`src/rtl/sseg_scan_decoder.sv`:
```
// Watches a multiplexed, active-low seven-segment scan and rebuilds the four
// displayed hex digits, with per-digit blank/error flags, as one frame.
//
// state  | meaning
// SETTLE | waiting for a valid anode/cathode sample to stay stable long enough
// HELD   | digit captured; ignore the dwell until the sample changes again
module sseg_scan_decoder #(
  parameter int STABLE_CYCLES  = 4,
  parameter int TIMEOUT_CYCLES = 1048576
) (
  input  logic        clk,
  input  logic        rst_n,
  input  logic [3:0]  sseg_a_i,
  input  logic [6:0]  sseg_c_i,
  output logic [15:0] digits_o,
  output logic [3:0]  blank_o,
  output logic [3:0]  err_o,
  output logic        frame_valid_o,
  output logic        stale_o
);

  localparam int CW = (STABLE_CYCLES > 2) ? $clog2(STABLE_CYCLES) : 1;
  localparam int TW = $clog2(TIMEOUT_CYCLES + 1);
  localparam logic [CW-1:0] CNT_MAX = CW'(STABLE_CYCLES - 1);
  localparam logic [TW-1:0] TMO_MAX = TW'(TIMEOUT_CYCLES);

  typedef enum logic {SETTLE, HELD} state_t;

  state_t        state, state_nxt;
  logic [3:0]    s_an;
  logic [6:0]    s_cat;
  logic [CW-1:0] stab_cnt, stab_cnt_nxt;
  logic [TW-1:0] tmo_cnt, tmo_cnt_nxt;
  logic [15:0]   w_dig, dig_m;
  logic [3:0]    w_blank, w_err, seen;
  logic [3:0]    blank_m, err_m, seen_m, sel;
  logic          same, an_valid, capture, frame_done;
  logic [5:0]    dec;

  // Returns {err, blank, nibble} for an active-low {g..a} cathode pattern.
  function automatic logic [5:0] decode(input logic [6:0] c);
    case (c)
      7'h40:   decode = 6'h00;
      7'h79:   decode = 6'h01;
      7'h24:   decode = 6'h02;
      7'h30:   decode = 6'h03;
      7'h19:   decode = 6'h04;
      7'h12:   decode = 6'h05;
      7'h02:   decode = 6'h06;
      7'h78:   decode = 6'h07;
      7'h00:   decode = 6'h08;
      7'h10:   decode = 6'h09;
      7'h08:   decode = 6'h0A;
      7'h03:   decode = 6'h0B;
      7'h46:   decode = 6'h0C;
      7'h21:   decode = 6'h0D;
      7'h06:   decode = 6'h0E;
      7'h0E:   decode = 6'h0F;
      7'h7F:   decode = 6'h10;
      default: decode = 6'h20;
    endcase
  endfunction

  always_comb begin
    same         = (sseg_a_i == s_an) && (sseg_c_i == s_cat);
    stab_cnt_nxt = '0;
    if (same) stab_cnt_nxt = (stab_cnt == CNT_MAX) ? CNT_MAX : stab_cnt + CW'(1);

    sel = 4'h0;
    case (s_an)
      4'b1110: sel = 4'b0001;
      4'b1101: sel = 4'b0010;
      4'b1011: sel = 4'b0100;
      4'b0111: sel = 4'b1000;
      default: sel = 4'b0000;
    endcase
    an_valid = (sel != 4'h0);

    // Capture on the edge where the counter reaches its terminal value.
    capture = (state == SETTLE) && same && an_valid && (stab_cnt_nxt == CNT_MAX);

    dec     = decode(s_cat);
    dig_m   = w_dig;
    blank_m = w_blank;
    err_m   = w_err;
    for (int i = 0; i < 4; i++) begin
      if (sel[i]) begin
        dig_m[4*i +: 4] = dec[3:0];
        blank_m[i]      = dec[4];
        err_m[i]        = dec[5];
      end
    end
    seen_m     = seen | sel;
    frame_done = capture && (seen_m == 4'hF);

    tmo_cnt_nxt = '0;
    if (!frame_done) tmo_cnt_nxt = (tmo_cnt == TMO_MAX) ? TMO_MAX : tmo_cnt + TW'(1);

    state_nxt = state;
    case (state)
      SETTLE:  if (capture) state_nxt = HELD;
      HELD:    if (!same) state_nxt = SETTLE;
      default: state_nxt = SETTLE;
    endcase
  end

  always_ff @(posedge clk or negedge rst_n) begin
    if (!rst_n) begin
      state         <= SETTLE;
      s_an          <= 4'hF;
      s_cat         <= 7'h7F;
      stab_cnt      <= '0;
      tmo_cnt       <= '0;
      w_dig         <= '0;
      w_blank       <= '0;
      w_err         <= '0;
      seen          <= '0;
      digits_o      <= '0;
      blank_o       <= '0;
      err_o         <= '0;
      frame_valid_o <= 1'b0;
      stale_o       <= 1'b0;
    end else begin
      state         <= state_nxt;
      s_an          <= sseg_a_i;
      s_cat         <= sseg_c_i;
      stab_cnt      <= stab_cnt_nxt;
      tmo_cnt       <= tmo_cnt_nxt;
      frame_valid_o <= frame_done;
      if (capture) begin
        w_dig   <= dig_m;
        w_blank <= blank_m;
        w_err   <= err_m;
        seen    <= frame_done ? 4'h0 : seen_m;
      end
      if (frame_done) begin
        digits_o <= dig_m;
        blank_o  <= blank_m;
        err_o    <= err_m;
        stale_o  <= 1'b0;
      end else if (tmo_cnt_nxt == TMO_MAX) begin
        stale_o  <= 1'b1;
      end
    end
  end

endmodule
```
`config.mk`:
```
export PLATFORM = sky130hd
export DESIGN_NAME = sseg_scan_decoder
export DESIGN_NICKNAME = d
export VERILOG_FILES = /design/src/rtl/sseg_scan_decoder.sv
export SDC_FILE = /design/constraint.sdc
export NUM_CORES = 1
export LEC_CHECK = 0
export ABC_AREA = 1
export ABC_CLOCK_PERIOD_IN_PS = 3350
export BUFFER_PORTS_ARGS = -buffer_cell sky130_fd_sc_hd__buf_2
export CAP_MARGIN = 20
export CORE_MARGIN = 1
export CORE_UTILIZATION = 64
export CTS_CLUSTER_DIAMETER = 50
export DETAILED_ROUTE_END_ITERATION = 8
export GPL_TIMING_DRIVEN = 0
export PLACE_DENSITY = 0.85
export SYNTH_ARGS = -nofsm -noshare
export SYNTH_HDL_FRONTEND = slang
export SYNTH_SLANG_ARGS = --single-unit
```
`constraint.sdc`:
```
create_clock -name clk -period 3.35 [get_ports clk]
set_input_delay 0.8375 -clock clk [delete_from_list [all_inputs] [get_ports clk]]
set_output_delay 0.8375 -clock clk [all_outputs]
set_load 0.02 [all_outputs]
```
==> results by group, run 1 <==
Placement
  • Placed wire-length estimate: 7811 um
  • Post-DP Area: 5042 sq um
  • GPL Wtd Cong: 0.9160
  • Pre-CTS setup slack: 938.6 ps
  • Port bufs: 38

Setup path
  • Worst reg2reg endpoint: w_dig[1]
  • Crit path to: w_dig[1]
  • Critical path class: flip-flop to flip-flop
  • Most used cell, CP: nand2_1
  • CP max stage cell: dfstp_2
  • Worst Path Max Fanout: 10
  • CP max stage delay: 570 ps
  • Worst R2R Path Depth: 9
  • Crit path depth: 9
  • Critical Path AT: 2420 ps
  • Critical Path RT: 3610 ps
  • Crit. Startpoint: s_an[0]
  • CP Cell Sequence: inv_1 -> nand3_2 -> nand2_1 -> nor2_1 -> nor2_4 -> nand2_2 -> clkbuf_1 -> nand2_1 -> o21ai_0
  • Crit-path leading delay family: simple AND/OR/NAND/NOR gates
  • Bufs and invs on worst path: 2
  • Reg-to-Reg Start: s_an[0]
  • Register-to-register setup slack: 1190 ps
  • Worst setup EP type: flip-flop
  • Startpoint class of the critical path: flip-flop

Routing
  • Final WL: 10690 um
  • Drt wl/cell: 13.90 um
  • DR iter-0 viols: 323
  • Avg Vias per Cell: 5.404
  • Via count: 4156
  • Total iterations of the first detailed-routing run: 5
  • Routed Antenna Nets: 0
  • Remaining DRCs: 0

Synth
  • Post-synthesis async set-or-reset flop share: 1.000
  • Post-Synth XOR/XNOR Area: 0.03353
  • Synth Area per Inst: 7.608 sq um
  • Yosys Warn Count: 0
  • Compound-Gate Fraction of Synth Area: 0.08169
  • Top_reg_cell synth: dfrtp_1
  • Seq/Total Area, Yosys: 0.4766
  • EDFF count, synth: 0
  • Yosys cell types: 31
  • Post-Syn Area: 4702 sq um
  • Top post-synthesis cells by area: dfrtp_1, nand2_1, inv_1, o21ai_0, dfstp_2
  • Area leader, netlist: dfrtp_1
  • Synth top area share: 0.4151
  • Syn nets: 633
  • Yosys reg bits: 89
  • Main combinational cell family by area after synthesis: simple AND/OR/NAND/NOR gates
  • Area share of fa/ha/maj cells after synthesis: 0.005322
  • Post-Syn Instances: 618
  • Mux cell area share after synthesis: 0.01490
  • Synth Area in Simple Gates: 0.2983

Floorplan
  • Die area: 7694 sq um
  • Die Ht: 87.72 um
  • Rows: 30
  • Ports: 39
  • Initial Utilization: 0.6771
  • CORE AREA: 6944 sq um
  • Die width: 87.72 um

Timing
  • Final period utilization: 0.6433
  • Endpoints failing setup: 0
  • Worst Setup Slack, final: 1195 ps
  • Max Fclk: 0.4640 GHz
  • Final Hold Viols: 0
  • RSZ-0062 raised after global routing: false
  • Final min period: 2155 ps
  • Post-route setup TNS: 0 ps
  • Slew Viols, Final: 0
  • Slew HR: 0.5946
  • Setup Skew: 12.11 ps
  • Pin slew with the least headroom to its limit: 603.5 ps

CTS
  • H-tree lvl count: 3
  • Clock Latency Late Sink: 360 ps
  • TritonCTS buffer count: 9
  • PostCTS Resize Cnt: 0
  • Clock-pin slew on the worst setup and hold paths: 90 ps
  • Buffer count from post-CTS setup fixing: 0
  • Sinks on Clock Net: 89
  • Clock root buffer: clkbuf_8
  • Post-CTS Hold Fix Bufs: 0
  • CTS tree: built
  • Clk buf depth: 2

Power
  • Cell Pwr Density: 364.5 nW/um^2
  • Leakage: 2.868 nW
  • Peak supply drop: 0.2869 mV

Finish
  • End-of-flow core utilization: 0.7550
  • Layout cells sized above 1: 0.1486
  • Design area: 5243 sq um
  • Diodes inserted: 0
  • Most frequent cells in the layout: nand2_1, inv_1, dfrtp_1, nor2_1, o21ai_0
  • Commonest non-fill, non-tap cell in the layout: nand2_1
  • NumNets Final: 683
  • Area growth, synth to finish: 11.50%
  • FILL cells: 528

Global route
  • GRT Total Usage: 0.3025
  • Largest net degree at the start of global routing: 50
  • First-pass GRT wire length: 17710 um
  • Vias in the first global route: 3978
  • GRT overflow: 0
  • Initial antenna violation count: 0

Run status
  • Status: finished, final reports clean

Worst hold path
  • Worst hold-check path type: input port to asynchronous set/reset pin

Run
  • Max_cap viols: 0
-- worst min-delay path by stage --
stage / from / end / cells after the start / slack (ps)
finish: rst_n / tmo_cnt[9] / 1 / 450
global route: rst_n / stab_cnt[1] / 1 / 490
CTS: rst_n / tmo_cnt[10] / 1 / 460
detailed placement: w_dig[13] / w_dig[13] / 2 / 470
global placement: w_dig[14] / w_dig[14] / 2 / 450
floorplan: w_dig[13] / w_dig[13] / 2 / 440
-- Yosys cell counts, types with 6 or more instances --
library cell	n
nand2_1	177
inv_1	87
dfrtp_1	78
nor2_1	66
o21ai_0	60
nand3_1	40
xor2_1	18
dfstp_2	11
nor3_1	9
a21oi_1	7
buf_2	7
mux2i_1	7
o21ai_1	7
inv_2	6
nor2_4	6
-- per-layer routing --
layer / wire (um) / global-route usage / vias up
met3: 521 / 0.05844 / 26
met1: 4421 / 0.3513 / 1969
met4: 247 / 0.1177 / 0
met5: 0 / 0 / -
li1: - / - / 2030
met2: 5500 / 0.5504 / 131
-- report_power, final --
group / total [mW] / switching, mW / leakage (nW) / internal (mW)
clock network: 0.724 / 0.433 / 0.0935 / 0.291
logic: 0.0930 / 0.0657 / 1.61 / 0.0273
registers: 1.09 / 0.00831 / 1.17 / 1.09
-- area by class of cell --
cell class                 instances  area, sq um  area share
clock buffer                       9        123.9     0.02363
tap                               96        120.1     0.02291
sequential                        89         2241      0.4274
clock inverter                     7        76.32     0.01456
buffer                            13        72.57     0.01384
inverter                          93        349.1     0.06659
multi-input combinational        423         2039      0.3890
timing repair buffer              39        220.2     0.04200
-- through the flow --
| step | power, mW | hold WS, ps | std cells |
|---|---|---|---|
| after floorplan | 1.160 | 436.7 | 618 |
| after global placement | 1.201 | 454.9 | 752 |
| after detailed placement | 1.208 | 467.5 | 753 |
| after CTS | 1.924 | 458.4 | 769 |
| after global routing | 1.973 | 489.0 | 769 |
| final | 1.911 | 449.0 | 769 |
-- state kept, by name, summed over array words and instances (netlist names) --
register / cells
seen: 4
blank_o: 4
err_o: 4
w_dig: 16
stab_cnt: 2
tmo_cnt: 21
s_an: 4
s_cat: 7
digits_o: 16
w_err: 4
frame_valid_o: 1
state: 1
w_blank: 4
stale_o: 1
-- logic make-up (layout without fill, tap and decap cells) --
| kind of cell | Yosys count | count (layout) |
|---|---|---|
| fa+ha+maj | 2 | 2 |
| mux | 7 | 7 |
| xor+xnor | 18 | 18 |
| flops | 89 | 89 |
| simple gates | 320 | 320 |
| buf+inv | 106 | 161 |
| compound gates | 76 | 76 |
-- worst reg2reg max path: stages (launching register included) --
cell and delay [ps]:
dfstp_2 570, inv_1 60, nand3_2 170, nand2_1 80
nor2_1 210, nor2_4 80, nand2_2 210, clkbuf_1 430
nand2_1 120, o21ai_0 130
Power figures use the tool's default switching activity.
==> run 2: changes to the inputs <==
Settings changed: ABC_CLOCK_PERIOD_IN_PS 3350 to 2000, CORE_UTILIZATION 64 to 60, PLACE_DENSITY 0.85 to 0.8.
Clock period 3.35 ns to 2 ns, I/O delays scaled along.
==> results by group, run 2 (synthesis gave the netlist of run 1 again) <==
Run status
  • Status: finished with violations
  • Failing checks: hold timing, setup timing

Floorplan
  • Die area: 8195 sq um
  • Ports: 39
  • Die width: 90.53 um
  • CORE AREA: 7408 sq um
  • Die Ht: 90.53 um
  • Initial Utilization: 0.6347
  • Rows: 31

Power
  • Cell Pwr Density: 579.5 nW/um^2
  • Overall Power: 3.218 mW
  • Leakage: 2.995 nW
  • Peak supply drop: 0.4860 mV

Timing
  • Hold Slack: -2.591 ps
  • Max Fclk: 0.4903 GHz
  • Final min period: 2040 ps
  • Final Hold Viols: 6
  • Setup Skew: 13.39 ps
  • Worst Setup Slack, final: -39.74 ps
  • Slew HR: 0.5775
  • RSZ-0062 raised after global routing: true
  • Post-route setup TNS: -75.61 ps
  • Pin slew with the least headroom to its limit: 633.7 ps
  • Final period utilization: 1.020
  • Endpoints failing setup: 5
  • Slew Viols, Final: 0

Global route
  • GRT Total Usage: 0.2903
  • First-pass GRT wire length: 18880 um
  • GRT overflow: 0
  • Largest net degree at the start of global routing: 74
  • Vias in the first global route: 4165
  • Initial antenna violation count: 0

Setup path
  • Worst setup EP type: flip-flop
  • Crit-path leading delay family: simple AND/OR/NAND/NOR gates
  • Critical path class: flip-flop to flip-flop
  • Worst reg2reg endpoint: digits_o[10]
  • Critical Path RT: 2270 ps
  • Worst Path Max Fanout: 10
  • Bufs and invs on worst path: 3
  • CP Cell Sequence: nand2_2 -> inv_2 -> nand3_4 -> nand2_2 -> nor2_2 -> nor2_4 -> nand3_4 -> buf_4 -> clkbuf_4 -> o21ai_0
  • Register-to-register setup slack: -40 ps
  • Crit. Startpoint: s_an[1]
  • Worst R2R Path Depth: 10
  • CP max stage delay: 610 ps
  • CP max stage cell: dfstp_2
  • Critical Path AT: 2310 ps
  • Startpoint class of the critical path: flip-flop
  • Reg-to-Reg Start: s_an[1]

CTS
  • H-tree lvl count: 3
  • Post-CTS Hold Fix Bufs: 0
  • Sinks on Clock Net: 89
  • Clock-pin slew on the worst setup and hold paths: 100 ps
  • Clock Latency Late Sink: 370 ps
  • TritonCTS buffer count: 9
  • Clock root buffer: clkbuf_8
  • CTS tree: built
  • Clk buf depth: 2

Routing
  • Via count: 4292
  • Wire length on met2: 5886 um
  • Final WL: 11410 um
  • Routed Antenna Nets: 0
  • DR iter-0 viols: 345
  • Drt wl/cell: 14.50 um
  • Wire length on met1: 4547 um
  • Avg Vias per Cell: 5.454
  • Remaining DRCs: 0
  • DR top layer: met4
  • Met3 wire length: 574 um
  • Total iterations of the first detailed-routing run: 5

Finish
  • Most frequent cells in the layout: nand2_1, inv_1, dfrtp_1, nor2_1, o21ai_0
  • Commonest non-fill, non-tap cell in the layout: nand2_1
  • Max reg flops: 21
  • End-of-flow core utilization: 0.7495
  • Diodes inserted: 0
  • Layout cells sized above 1: 0.2297
  • Top Registers: tmo_cnt (21), digits_o (16), w_dig (16)
  • Most flops, register: tmo_cnt
  • Area occupied by registers: 2243 sq um
  • NumNets Final: 698
  • Area growth, synth to finish: 18.09%
  • FILL cells: 555
  • Multi-input logic area: 2196 sq um

Placement
  • Placed wire-length estimate: 7792 um
  • Port bufs: 38
  • GPL Wtd Cong: 0.9477

Worst hold path
  • Worst hold-check path type: input port to asynchronous set/reset pin

Run
  • Max_cap viols: 0
==> run 2: changes by cell type in the layout (fill, tap and decap cells not counted), sizes merged <==
cell      before  now
buf           48   60
clkbuf        13   16
clkinv         3    4
clkinvlp       2    1
==> run 2: cell type report <==
class	instances	area share
Sequential cell	89	0.4040
Multi-Input combinational cell	423	0.3954
Timing Repair Buffer	55	0.06444
Inverter	93	0.06422
Clock buffer	9	0.02231
Tap cell	99	0.02231
Buffer	12	0.01532
Clock inverter	7	0.01194
==> run 2: worst max-delay path by stage <==
stage,endpoint,slack [ps],depth (start not counted)
2_1_floorplan,digits_o[11],250,13
3_3_place_gp,digits_o[11],-360,1
3_5_place_dp,digits_o[11],-70,15
4_1_cts,stale_o,-6,15
5_1_grt,digits_o[10],-130,10
6_report,digits_o[10],-40,10
==> run 2: repair_timing <==
action,in CTS,in global routing
setup endpoints to repair,29,67
gates cloned,0,2
pin swaps,3,10
setup buffers,6,8
gates resized for setup,19,56
endpoints found under the hold margin,0,0
==> run 2: through the flow <==
| step | setup WS (ps) | instance area, sq um | cells | hold slack [ps] |
|---|---|---|---|---|
| floorplan | 249.6 | 4702 | 618 | 204.4 |
| global placement | -357.6 | 5016 | 755 | 451.3 |
| detailed placement | -73.41 | 5046 | 756 | 400.5 |
| CTS | -5.864 | 5351 | 777 | 0.3570 |
| global route | -134.0 | 5553 | 787 | 10.17 |
| finish | -39.74 | 5553 | 787 | -2.591 |
==> run 2: worst register-to-register path, cell delays in order (launching register included) <==
cell	delay, ps
dfstp_2	610
nand2_2	70
inv_2	80
nand3_4	110
nand2_2	90
nor2_2	50
nor2_4	170
nand3_4	140
buf_4	210
clkbuf_4	200
o21ai_0	220
==> run 2: metal layers <==
layer / vias up / global-route usage
met1: 2023 / 0.3371
met2: 165 / 0.5158
met5: - / 0
met3: 45 / 0.04630
li1: 2059 / -
met4: 0 / 0.1492
==> run 2: report_power, final <==
group | internal, mW | switching, mW | total (mW)
Sequential | 1.82 | 0.0165 | 1.84
Combinational | 0.0612 | 0.123 | 0.184
Clock | 0.477 | 0.720 | 1.20
Total | 2.36 | 0.860 | 3.22
==> run 3: changes to the inputs <==
Settings changed: CORE_UTILIZATION 60 to 30, PLACE_DENSITY 0.8 to not set.
==> results by group, run 3 (synthesis gave the netlist of run 1 again) <==
Setup path
  • Startpoint class of the critical path: flip-flop
  • Register-to-register setup slack: 40 ps
  • Reg-to-Reg Start: s_an[2]
  • Critical path class: flip-flop to flip-flop
  • Critical Path RT: 2280 ps
  • Worst R2R Path Depth: 14
  • Crit path to: stale_o
  • Worst reg2reg endpoint: stale_o
  • Crit. Startpoint: s_an[2]
  • Worst Path Max Fanout: 5
  • Critical Path AT: 2240 ps
  • Worst setup EP type: flip-flop

Global route
  • GRT met2 Usage: 0.2511
  • GRT Total Usage: 0.1499
  • GRT overflow: 0
  • Met3 usage in global routing: 0.03643
  • Top Usage Layer GRT: met2
  • Met1 Resource Use GR: 0.1949
  • Largest net degree at the start of global routing: 53
  • Initial antenna violation count: 0
  • First-pass GRT wire length: 18910 um
  • Vias in the first global route: 3785

Timing
  • Final Hold Viols: 0
  • Final min period: 1957 ps
  • Max Fclk: 0.5111 GHz
  • Slew Viols, Final: 0
  • Endpoints failing setup: 0
  • Worst Setup Slack, final: 43.27 ps
  • Setup Skew: 6.528 ps
  • Slew HR: 0.5864
  • RSZ-0062 raised after global routing: true
  • Post-route setup TNS: 0 ps
  • Final period utilization: 0.9784
  • Pin slew with the least headroom to its limit: 620.4 ps

Placement
  • Placed wire-length estimate: 8093 um
  • Pre-CTS setup slack: -160.1 ps
  • Port bufs: 38
  • GPL Wtd Cong: 0.8525
  • Placed instance count: 868

Finish
  • Top Registers: tmo_cnt (21), digits_o (16), w_dig (16)
  • Finished Layout Cells: 904
  • Layout cells sized above 1: 0.2165
  • End-of-flow core utilization: 0.3797
  • Commonest non-fill, non-tap cell in the layout: nand2_1
  • Max reg flops: 21
  • NumNets Final: 703
  • Area growth, synth to finish: 23.23%
  • Most frequent cells in the layout: nand2_1, inv_1, dfrtp_1, nor2_1, o21ai_0
  • Diodes inserted: 0
  • Most flops, register: tmo_cnt

CTS
  • CTS tree: built
  • TritonCTS buffer count: 9
  • Clock Latency Late Sink: 350 ps
  • Clock root buffer: clkbuf_16
  • Post-CTS Hold Fix Bufs: 0
  • H-tree lvl count: 3
  • Clk buf depth: 2
  • Sinks on Clock Net: 89
  • Clock-pin slew on the worst setup and hold paths: 60 ps

Floorplan
  • Rows: 45
  • Die area: 16180 sq um
  • CORE AREA: 15260 sq um
  • Ports: 39
  • Die width: 127.2 um
  • Initial Utilization: 0.3082
  • Die Ht: 127.2 um

Run status
  • Status: finished, final reports clean

Routing
  • Remaining DRCs: 0
  • Via count: 3994
  • Drt wl/cell: 12.56 um
  • DR iter-0 viols: 223
  • Routed Antenna Nets: 0
  • Total iterations of the first detailed-routing run: 4
  • Final WL: 11350 um
  • Avg Vias per Cell: 4.418

Power
  • Internal power: 2.767 mW
  • Leakage: 3.062 nW
  • Gate power share: 0.050
  • Peak supply drop: 0.4465 mV
  • Sw frac: 0.2346
  • Overall Power: 3.615 mW
  • Clock Power Share: 0.442
  • Cell Pwr Density: 623.8 nW/um^2
  • Net Sw Power: 0.8479 mW
  • Reg power frac: 0.508

Run
  • Max_cap viols: 0

Worst hold path
  • Worst hold-check path type: input port to asynchronous set/reset pin
run 3: changes by cell type in the layout (fill, tap and decap cells not counted), sizes merged:
cell	change
clkinv	-2
buf	+5
clkbuf	+2
run 3: through the flow:
stage                     area, sq um  hold slack, ps
final                            5794           133.1
after global routing             5794           172.2
after floorplan                  4702           204.4
after CTS                        5600           150.2
after detailed placement         5186           463.7
after global placement           5156           459.9
run 3: routing by layer:
metal	vias up	part of all wire
li1	2077	-
met1	1856	0.48
met2	53	0.49
met3	8	0.028
met4	0	0.0080
met5	-	0
run 3: power groups by stage:
stage	sequential (mW)	combinational, mW	clock, mW
global route	1.84	0.205	1.74
floorplan	1.87	0.0781	0
global placement	1.87	0.151	0
finish	1.84	0.181	1.60
CTS	1.84	0.172	1.66
detailed placement	1.87	0.159	0
run 3: worst min path at each step:
stage	from	end	slack, ps
2_1_floorplan	rst_n	blank_o[0]	200
3_3_place_gp	w_dig[13]	w_dig[13]	460
3_5_place_dp	w_dig[13]	w_dig[13]	460
4_1_cts	rst_n	tmo_cnt[12]	150
5_1_grt	rst_n	tmo_cnt[12]	170
6_report	rst_n	tmo_cnt[12]	130
run 3: worst max-delay path, cell delays in order, from the launching register on:
cell and delay (ps):
dfstp_2 550, buf_4 110, xor2_1 50, nor2_1 100, nand2_1 100, nor2_4 200
nand3_4 140, buf_6 170, o21ai_2 50, nand2_1 60, inv_1 60, nand2_2 60
nor2_2 110, nand2_1 70, nand2_1 50
run 3: what timing repair did:
action / 4_1_cts / 5_1_grt
gates resized for setup: 12 / 52
endpoints found under the setup margin: 41 / 68
pin swaps: 7 / 19
gates cloned: 1 / 0
endpoints found under the hold margin: 0 / 0
buffers inserted: 11 / 9
run 3: area by class of cell:
cell class / instances / area [sq um]
plain buffers: 12 / 86.33
multi-input cells: 423 / 2195
well taps: 211 / 264.0
clock inverters: 5 / 38.79
inverters: 93 / 351.6
fillers: 1622 / 9464
clock buffers: 11 / 242.7
repair buffers: 60 / 375.4
flip-flops and latches: 89 / 2241
